$ cat src/rtl/spu_pkg.sv
//------------------------------------------------------------------------------
// Module  : spu_pkg
// Brief   : Shared writeback-pipe types, default widths and latency helper.
// Revision: 1.0 - initial release
//------------------------------------------------------------------------------
`default_nettype none

package spu_pkg;

    localparam int DEPTH_DEF  = 7;
    localparam int DATA_W_DEF = 128;
    localparam int REG_W_DEF  = 7;
    localparam int LAT_W      = 3;

    typedef struct packed {
        logic                  valid;
        logic [DATA_W_DEF-1:0] result;
        logic [REG_W_DEF-1:0]  rt;
        logic                  reg_write;
    } wb_slot_t;

    // Zero latency behaves as one; anything past the pipe depth lands in the last slot.
    function automatic logic [LAT_W-1:0] clamp_latency(input logic [LAT_W-1:0] lat,
                                                       input logic [LAT_W-1:0] max_lat);
        if (lat == '0)
            return LAT_W'(1);
        else if (lat > max_lat)
            return max_lat;
        else
            return lat;
    endfunction

endpackage

`default_nettype wire

$ cat src/rtl/writeback_pipe_if.sv
//------------------------------------------------------------------------------
// Module  : writeback_pipe_if
// Brief   : Execute-side offer, writeback port and hazard query bundle.
// Revision: 1.0 - initial release
//------------------------------------------------------------------------------
`default_nettype none

interface writeback_pipe_if
    import spu_pkg::*;
#(
    parameter int DATA_W = DATA_W_DEF,
    parameter int REG_W  = REG_W_DEF
);
    logic              ex_valid;
    logic              ex_ready;
    logic [DATA_W-1:0] ex_result;
    logic [REG_W-1:0]  ex_rt;
    logic              ex_reg_write;
    logic [LAT_W-1:0]  ex_latency;
    logic              flush;
    logic              wb_stall;
    logic              wb_valid;
    logic [DATA_W-1:0] wb_result;
    logic [REG_W-1:0]  wb_rt;
    logic              wb_reg_write;
    logic [REG_W-1:0]  hz_reg;
    logic              hz_pending;

    modport master (
        output ex_valid, ex_result, ex_rt, ex_reg_write, ex_latency,
        output flush, wb_stall, hz_reg,
        input  ex_ready, wb_valid, wb_result, wb_rt, wb_reg_write, hz_pending
    );

    modport slave (
        input  ex_valid, ex_result, ex_rt, ex_reg_write, ex_latency,
        input  flush, wb_stall, hz_reg,
        output ex_ready, wb_valid, wb_result, wb_rt, wb_reg_write, hz_pending
    );

endinterface

`default_nettype wire

$ cat src/rtl/wb_slot_reg.sv
//------------------------------------------------------------------------------
// Module  : wb_slot_reg
// Brief   : One writeback slot register: clear / hold / load-new / shift.
// Revision: 1.0 - initial release
//------------------------------------------------------------------------------
`default_nettype none

module wb_slot_reg
    import spu_pkg::*;
(
    input  wire logic     clk,
    input  wire logic     rst,
    input  wire logic     i_clear,
    input  wire logic     i_hold,
    input  wire logic     i_load_new,
    input  wire wb_slot_t i_shift,
    input  wire wb_slot_t i_new,
    output wb_slot_t      o_slot
);

    wb_slot_t slot_d;
    wb_slot_t slot_q;

    // Clear only drops the valid bit; payload is don't-care once invalid.
    always_comb begin
        slot_d = slot_q;
        if (i_clear) begin
            slot_d.valid = 1'b0;
        end else if (!i_hold) begin
            if (i_load_new)
                slot_d = i_new;
            else
                slot_d = i_shift;
        end
    end

    always_ff @(posedge clk or posedge rst) begin
        if (rst)
            slot_q <= '0;
        else
            slot_q <= slot_d;
    end

    assign o_slot = slot_q;

endmodule

`default_nettype wire

$ cat src/rtl/writeback_pipe.sv
//------------------------------------------------------------------------------
// Module  : writeback_pipe
// Brief   : Latency-slotted writeback shift pipe with collision and hazard logic.
// Revision: 1.0 - initial release
//------------------------------------------------------------------------------
`default_nettype none

module writeback_pipe
    import spu_pkg::*;
#(
    parameter int DEPTH  = DEPTH_DEF,
    parameter int DATA_W = DATA_W_DEF,
    parameter int REG_W  = REG_W_DEF
)(
    input  wire logic        clk,
    input  wire logic        reset,
    writeback_pipe_if.slave  bus
);

    wb_slot_t         slot_q [DEPTH];
    wb_slot_t         w_new_entry;
    logic [LAT_W-1:0] w_lat;
    logic             w_collide;
    logic             w_ready;
    logic             w_accept;
    logic             w_hz;

    always_comb begin
        w_lat                 = clamp_latency(bus.ex_latency, LAT_W'(DEPTH));
        w_new_entry.valid     = 1'b1;
        w_new_entry.result    = DATA_W_DEF'(bus.ex_result);
        w_new_entry.rt        = REG_W_DEF'(bus.ex_rt);
        w_new_entry.reg_write = bus.ex_reg_write;
    end

    // Slot L will shift into s[L-1] on the same edge the new entry targets.
    always_comb begin
        w_collide = 1'b0;
        for (int i = 1; i < DEPTH; i++) begin
            if (w_lat == LAT_W'(i) && slot_q[i].valid)
                w_collide = 1'b1;
        end
    end

    assign w_ready  = !reset && !bus.flush && !bus.wb_stall && !w_collide;
    assign w_accept = bus.ex_valid && w_ready;

    always_comb begin
        w_hz = 1'b0;
        for (int i = 0; i < DEPTH; i++) begin
            if (slot_q[i].valid && slot_q[i].reg_write &&
                slot_q[i].rt == REG_W_DEF'(bus.hz_reg))
                w_hz = 1'b1;
        end
    end

    genvar gi;
    generate
        for (gi = 0; gi < DEPTH; gi++) begin : g_slot
            wb_slot_t w_shift;
            if (gi == DEPTH - 1) begin : g_tail
                assign w_shift = '0;
            end else begin : g_body
                assign w_shift = slot_q[gi+1];
            end

            wb_slot_reg u_slot (
                .clk        (clk),
                .rst        (reset),
                .i_clear    (bus.flush),
                .i_hold     (bus.wb_stall),
                .i_load_new (w_accept && (w_lat == LAT_W'(gi + 1))),
                .i_shift    (w_shift),
                .i_new      (w_new_entry),
                .o_slot     (slot_q[gi])
            );
        end
    endgenerate

    assign bus.ex_ready     = w_ready;
    assign bus.wb_valid     = slot_q[0].valid;
    assign bus.wb_reg_write = slot_q[0].valid && slot_q[0].reg_write;
    assign bus.wb_result    = DATA_W'(slot_q[0].result);
    assign bus.wb_rt        = REG_W'(slot_q[0].rt);
    assign bus.hz_pending   = w_hz;

endmodule

`default_nettype wire
$ cat src/flat_wrapper.sv
// flat-port wrapper written by rule: the top's interface ports become plain ports
module writeback_pipe_flat import spu_pkg::*;
#(
    parameter int DEPTH  = DEPTH_DEF,
    parameter int DATA_W = DATA_W_DEF,
    parameter int REG_W  = REG_W_DEF
)
  (clk, reset, bus_ex_valid, bus_ex_result, bus_ex_rt, bus_ex_reg_write, bus_ex_latency, bus_flush, bus_wb_stall, bus_hz_reg, bus_ex_ready, bus_wb_valid, bus_wb_result, bus_wb_rt, bus_wb_reg_write, bus_hz_pending);
  writeback_pipe_if #(.DATA_W(DATA_W), .REG_W(REG_W)) bus_i ();
  input  wire logic clk;
  input  wire logic reset;
  input wire logic [$bits(bus_i.ex_valid)-1:0] bus_ex_valid;
  input wire logic [$bits(bus_i.ex_result)-1:0] bus_ex_result;
  input wire logic [$bits(bus_i.ex_rt)-1:0] bus_ex_rt;
  input wire logic [$bits(bus_i.ex_reg_write)-1:0] bus_ex_reg_write;
  input wire logic [$bits(bus_i.ex_latency)-1:0] bus_ex_latency;
  input wire logic [$bits(bus_i.flush)-1:0] bus_flush;
  input wire logic [$bits(bus_i.wb_stall)-1:0] bus_wb_stall;
  input wire logic [$bits(bus_i.hz_reg)-1:0] bus_hz_reg;
  output wire logic [$bits(bus_i.ex_ready)-1:0] bus_ex_ready;
  output wire logic [$bits(bus_i.wb_valid)-1:0] bus_wb_valid;
  output wire logic [$bits(bus_i.wb_result)-1:0] bus_wb_result;
  output wire logic [$bits(bus_i.wb_rt)-1:0] bus_wb_rt;
  output wire logic [$bits(bus_i.wb_reg_write)-1:0] bus_wb_reg_write;
  output wire logic [$bits(bus_i.hz_pending)-1:0] bus_hz_pending;
  assign bus_i.ex_valid = bus_ex_valid;
  assign bus_i.ex_result = bus_ex_result;
  assign bus_i.ex_rt = bus_ex_rt;
  assign bus_i.ex_reg_write = bus_ex_reg_write;
  assign bus_i.ex_latency = bus_ex_latency;
  assign bus_i.flush = bus_flush;
  assign bus_i.wb_stall = bus_wb_stall;
  assign bus_i.hz_reg = bus_hz_reg;
  assign bus_ex_ready = bus_i.ex_ready;
  assign bus_wb_valid = bus_i.wb_valid;
  assign bus_wb_result = bus_i.wb_result;
  assign bus_wb_rt = bus_i.wb_rt;
  assign bus_wb_reg_write = bus_i.wb_reg_write;
  assign bus_hz_pending = bus_i.hz_pending;
  writeback_pipe #(.DEPTH(DEPTH), .DATA_W(DATA_W), .REG_W(REG_W)) u_core (.clk(clk), .reset(reset), .bus(bus_i));
endmodule
$ cat config.mk
export PLATFORM = sky130hd
export DESIGN_NAME = writeback_pipe_flat
export DESIGN_NICKNAME = d
export VERILOG_FILES = /design/src/rtl/spu_pkg.sv /design/src/rtl/writeback_pipe_if.sv /design/src/rtl/wb_slot_reg.sv /design/src/rtl/writeback_pipe.sv /design/src/flat_wrapper.sv
export SDC_FILE = /design/constraint.sdc
export NUM_CORES = 2
export LEC_CHECK = 0
export BUFFER_PORTS_ARGS = -buffer_cell sky130_fd_sc_hd__buf_2
export CORE_ASPECT_RATIO = 0.6
export CORE_MARGIN = 10
export CORE_UTILIZATION = 65
export DETAILED_ROUTE_END_ITERATION = 8
export PLACE_DENSITY = 0.85
export SLEW_MARGIN = 20
export SYNTH_ARGS = -nofsm -noshare
export SYNTH_HDL_FRONTEND = slang
export SYNTH_SLANG_ARGS = --single-unit
$ cat constraint.sdc
create_clock -name clk -period 49.2 [get_ports clk]
set_input_delay 0 -clock clk [delete_from_list [all_inputs] [get_ports clk]]
set_output_delay 0 -clock clk [all_outputs]
set_load 0.005 [all_outputs]
==> reports/qor.tcl <==
set qor(fp.coreArea_um2) 66000
set qor(dp_slack_ps) 42870
set qor(cts_buffer_depth) 3
set qor(cts_buffers) 85
set qor(yosysTopAreaCellShare_pct) 55.5
set qor(peakVddDrop_mv) 0.0288
set qor(setup.worst_path.start_class) {primary input}
set qor(cell_area_synth_um2) 43300
set qor(final_cell_mix) {sky130_fd_sc_hd__nand2_1 (1429), sky130_fd_sc_hd__nand3_1 (1009), sky130_fd_sc_hd__dfrtp_1 (959), sky130_fd_sc_hd__buf_2 (289), sky130_fd_sc_hd__nor2_1 (188)}
set qor(post_cts.resized_instances) 0
set qor(placement_rows) 73
set qor(yosysWarnings) 0
set qor(grt.overflow.total) 0
set qor(synth.net_count) 5041
set qor(worst_rel_slew_slack_pct) 15.2
set qor(clock-root-buffer) {sky130_fd_sc_hd__clkbuf_16}
set qor(fin_setup_tns_ps) 0
set qor(design.final.nets) 5066
set qor(grt_antenna_before_repair) 8
set qor(syn-instance-count) 4890
set qor(die_area_um2) 77600
set qor(critical_path.endpoint_type) {flop}
set qor(flip_flop_count_of_the_largest_register_after_layout) 959
set qor(leakage_uw) 0.0224
set qor(asyncSetResetFlopFracSynth_pct) 100
set qor(number_of_hold_violations_in_the_final_report) 0
set qor(grt_use_total_pct) 30.3
set qor(detailroute.via_count) 37000
set qor(chipHeight_um) 220
set qor(fill_cells) 4673
set qor(clock_sink_count) 959
set qor(layout.cells.most_common) {sky130_fd_sc_hd__nand2_1}
set qor(synthTopCellsByArea) {sky130_fd_sc_hd__dfrtp_1 (55%), sky130_fd_sc_hd__nand2_1 (12%), sky130_fd_sc_hd__nand3_1 (12%)}
set qor(layout_setup_ws_ps) 42770
set qor(globalplace.congestion) 0.887
set qor(synth-seq-cells) 959
set qor(final_max_slew_viol_count) 0
set qor(critPathArrivalTime_ps) 6990
set qor(grt_max_degree) 260
set qor(final_min_period_over_clock_period_pct) 13.1
set qor(synthDistinctLibCells) 41
set qor(clkLatencyLatePin_ps) 650
set qor(count_of_flip_flops_with_a_built_in_enable_after_synthesis) 0
set qor(timing.final.setup_violations) 0
set qor(detail-route-antenna-nets) 0
set qor(cts_tree) {done}
set qor(detailed_place_hpwl_mm) 66.1
set qor(synth_seq_area_share_pct) 55.5
set qor(synth_top_cell_by_area) {sky130_fd_sc_hd__dfrtp_1}
set qor(post_cts_buffers) 0
set qor(viasPerCell) 6.29
set qor(final_layout_size_suffix_gt1_share_pct) 9.88
set qor(first_global_vias) 35100
set qor(detail_route.first_pass.iterations) 8
set qor(maxCapViolations) 0
set qor(area_added_between_synthesis_and_finish_pct) 10.7
set qor(detail_route.iter0.violations) 5342
set qor(timing.final.crit_period_ps) 6430
set qor(wl_mm) 121
set qor(postSynth.topFlopCell) {sky130_fd_sc_hd__dfrtp_1}
set qor(remaining_drc_errors) 0
set qor(cts_max_level) 3
set qor(critical_path_class) {in -> reg}
set qor(ioPinCount) 290
set qor(holdCritPathClass) {in -> reg}
set qor(clkTransAtPathRegs_ps) 70
set qor(grt_setup_unrepaired) {false}
set qor(routed_wire_length_per_instance_um) 20.5
set qor(crit_path_max_fanout) 91
set qor(skew_ps) 21.9
set qor(syn-mean-instance-area_um2) 8.85
set qor(count_of_buffers_from_port_buffering) 289
set qor(fmax_mhz) 156
set qor(grt_pass1_wl_mm) 193
set qor(worst_slew_pin_slew_ps) 1270
set qor(initial_cell_density_of_the_core_pct) 65.5
set qor(timing.critical_path.required_ps) 49760
set qor(cellPowerDensity_nw_per_um2) 36.2
set qor(floorplan.die.width_um) 353
set qor(run_status) {complete, no violations}
-- cell type report --
cell class                 instances  area (µm²)  share of cell area (%)
antenna                            6        15.0                  0.0314
clock buffer                     125        2520                    5.26
timing repair buffer             482        3340                    6.98
inverter                           6        30.0                  0.0627
sequential                       959       24000                    50.1
multi-input combinational       3381       16600                    34.7
tap                              900        1130                    2.35
clock inverter                    25         218                   0.455
-- metrics by stage --
step                std cells  area, µm²  utilization [%]  hold slack (ps)  power [µW]
floorplan                4890      43300                -              129        1010
global placement         5583      43600             66.1              242        1050
detailed placement       5583      43600             66.1              231        1060
CTS                      5877      47800             72.4             2.55        1730
global route             5882      47900             72.5             44.7        1790
finish                   5884      47900             72.5             24.9        1730
-- worst max-delay path: stages --
cell and delay, ps:
sky130_fd_sc_hd__dlygate4sd3_1 520, sky130_fd_sc_hd__buf_2 230, sky130_fd_sc_hd__nor2_4 100, sky130_fd_sc_hd__buf_4 680
sky130_fd_sc_hd__buf_4 850, sky130_fd_sc_hd__buf_4 820, sky130_fd_sc_hd__buf_4 700, sky130_fd_sc_hd__buf_4 700
sky130_fd_sc_hd__buf_4 810, sky130_fd_sc_hd__buf_4 810, sky130_fd_sc_hd__nand2_1 190, sky130_fd_sc_hd__nor2_1 160
sky130_fd_sc_hd__a21oi_1 50, sky130_fd_sc_hd__o21ai_0 170
-- cells by family after synthesis --
group                     after synthesis  synth area share, %
AOI/OAI and AO/OA                     624                 9.92
xor gates and xnor gates               49                0.992
muxes                                  45                 1.04
buffers and inverters                 550                 6.26
and+or+nand+nor                      2663                 26.3
DFF                                   959                 55.5
-- power breakdown --
part / internal [µW] / switching (µW) / leakage, µW
Combinational: 62.4 / 110 / 0.00807
Sequential: 849 / 38.5 / 0.0129
Clock: 371 / 301 / 0.00135
-- synth_stat cells, types with 2 or more instances --
cell type / instances
sky130_fd_sc_hd__a21oi_1: 71
sky130_fd_sc_hd__a221oi_1: 4
sky130_fd_sc_hd__a22o_1: 136
sky130_fd_sc_hd__a31oi_1: 111
sky130_fd_sc_hd__and2_1: 2
sky130_fd_sc_hd__buf_1: 44
sky130_fd_sc_hd__buf_2: 51
sky130_fd_sc_hd__buf_4: 135
sky130_fd_sc_hd__buf_6: 10
sky130_fd_sc_hd__clkbuf_1: 304
sky130_fd_sc_hd__dfrtp_1: 959
sky130_fd_sc_hd__inv_1: 6
sky130_fd_sc_hd__mux2i_1: 45
sky130_fd_sc_hd__nand2_1: 1431
sky130_fd_sc_hd__nand3_1: 1009
sky130_fd_sc_hd__nand4_1: 8
sky130_fd_sc_hd__nor2_1: 189
sky130_fd_sc_hd__nor3_1: 5
sky130_fd_sc_hd__nor4_1: 6
sky130_fd_sc_hd__o211ai_1: 181
sky130_fd_sc_hd__o211ai_2: 4
sky130_fd_sc_hd__o21ai_0: 113
sky130_fd_sc_hd__xnor2_1: 33
sky130_fd_sc_hd__xor2_1: 16
-- layer usage --
metal  GRT usage, %  vias up  share of wire [%]
met2           45.2     2006                 44
met1           44.4    18200                 43
met4           8.74        4                2.2
met5              0        -              0.022
met3           7.04      221                 10
li1               -    16600                  -
-- what timing repair did --
item / 4_1_cts / 5_1_grt
hold buffers: 144 / 0
hold endpoints to repair: 1069 / 0
setup endpoints to repair: 0 / 0
-- final timing paths --
check / start / endpoint / slack, ps / cells after the start
min in group asynchronous: reset / u_core.g_slot[0].u_slot.o_slot[70] / 90 / 3
setup reg to reg: u_core.g_slot[5].u_slot.o_slot[136] / u_core.g_slot[4].u_slot.o_slot[118] / 45470 / 6
hold reg to reg: u_core.g_slot[0].u_slot.o_slot[130] / u_core.g_slot[0].u_slot.o_slot[130] / 470 / 2
hold / removal: bus_ex_valid / u_core.g_slot[6].u_slot.o_slot[136] / 20 / 4
max in group asynchronous: reset / u_core.g_slot[0].u_slot.o_slot[129] / 45170 / 7
setup / recovery: bus_wb_stall / u_core.g_slot[4].u_slot.o_slot[130] / 42770 / 14
Note: power is estimated with default switching activity, not from simulation.
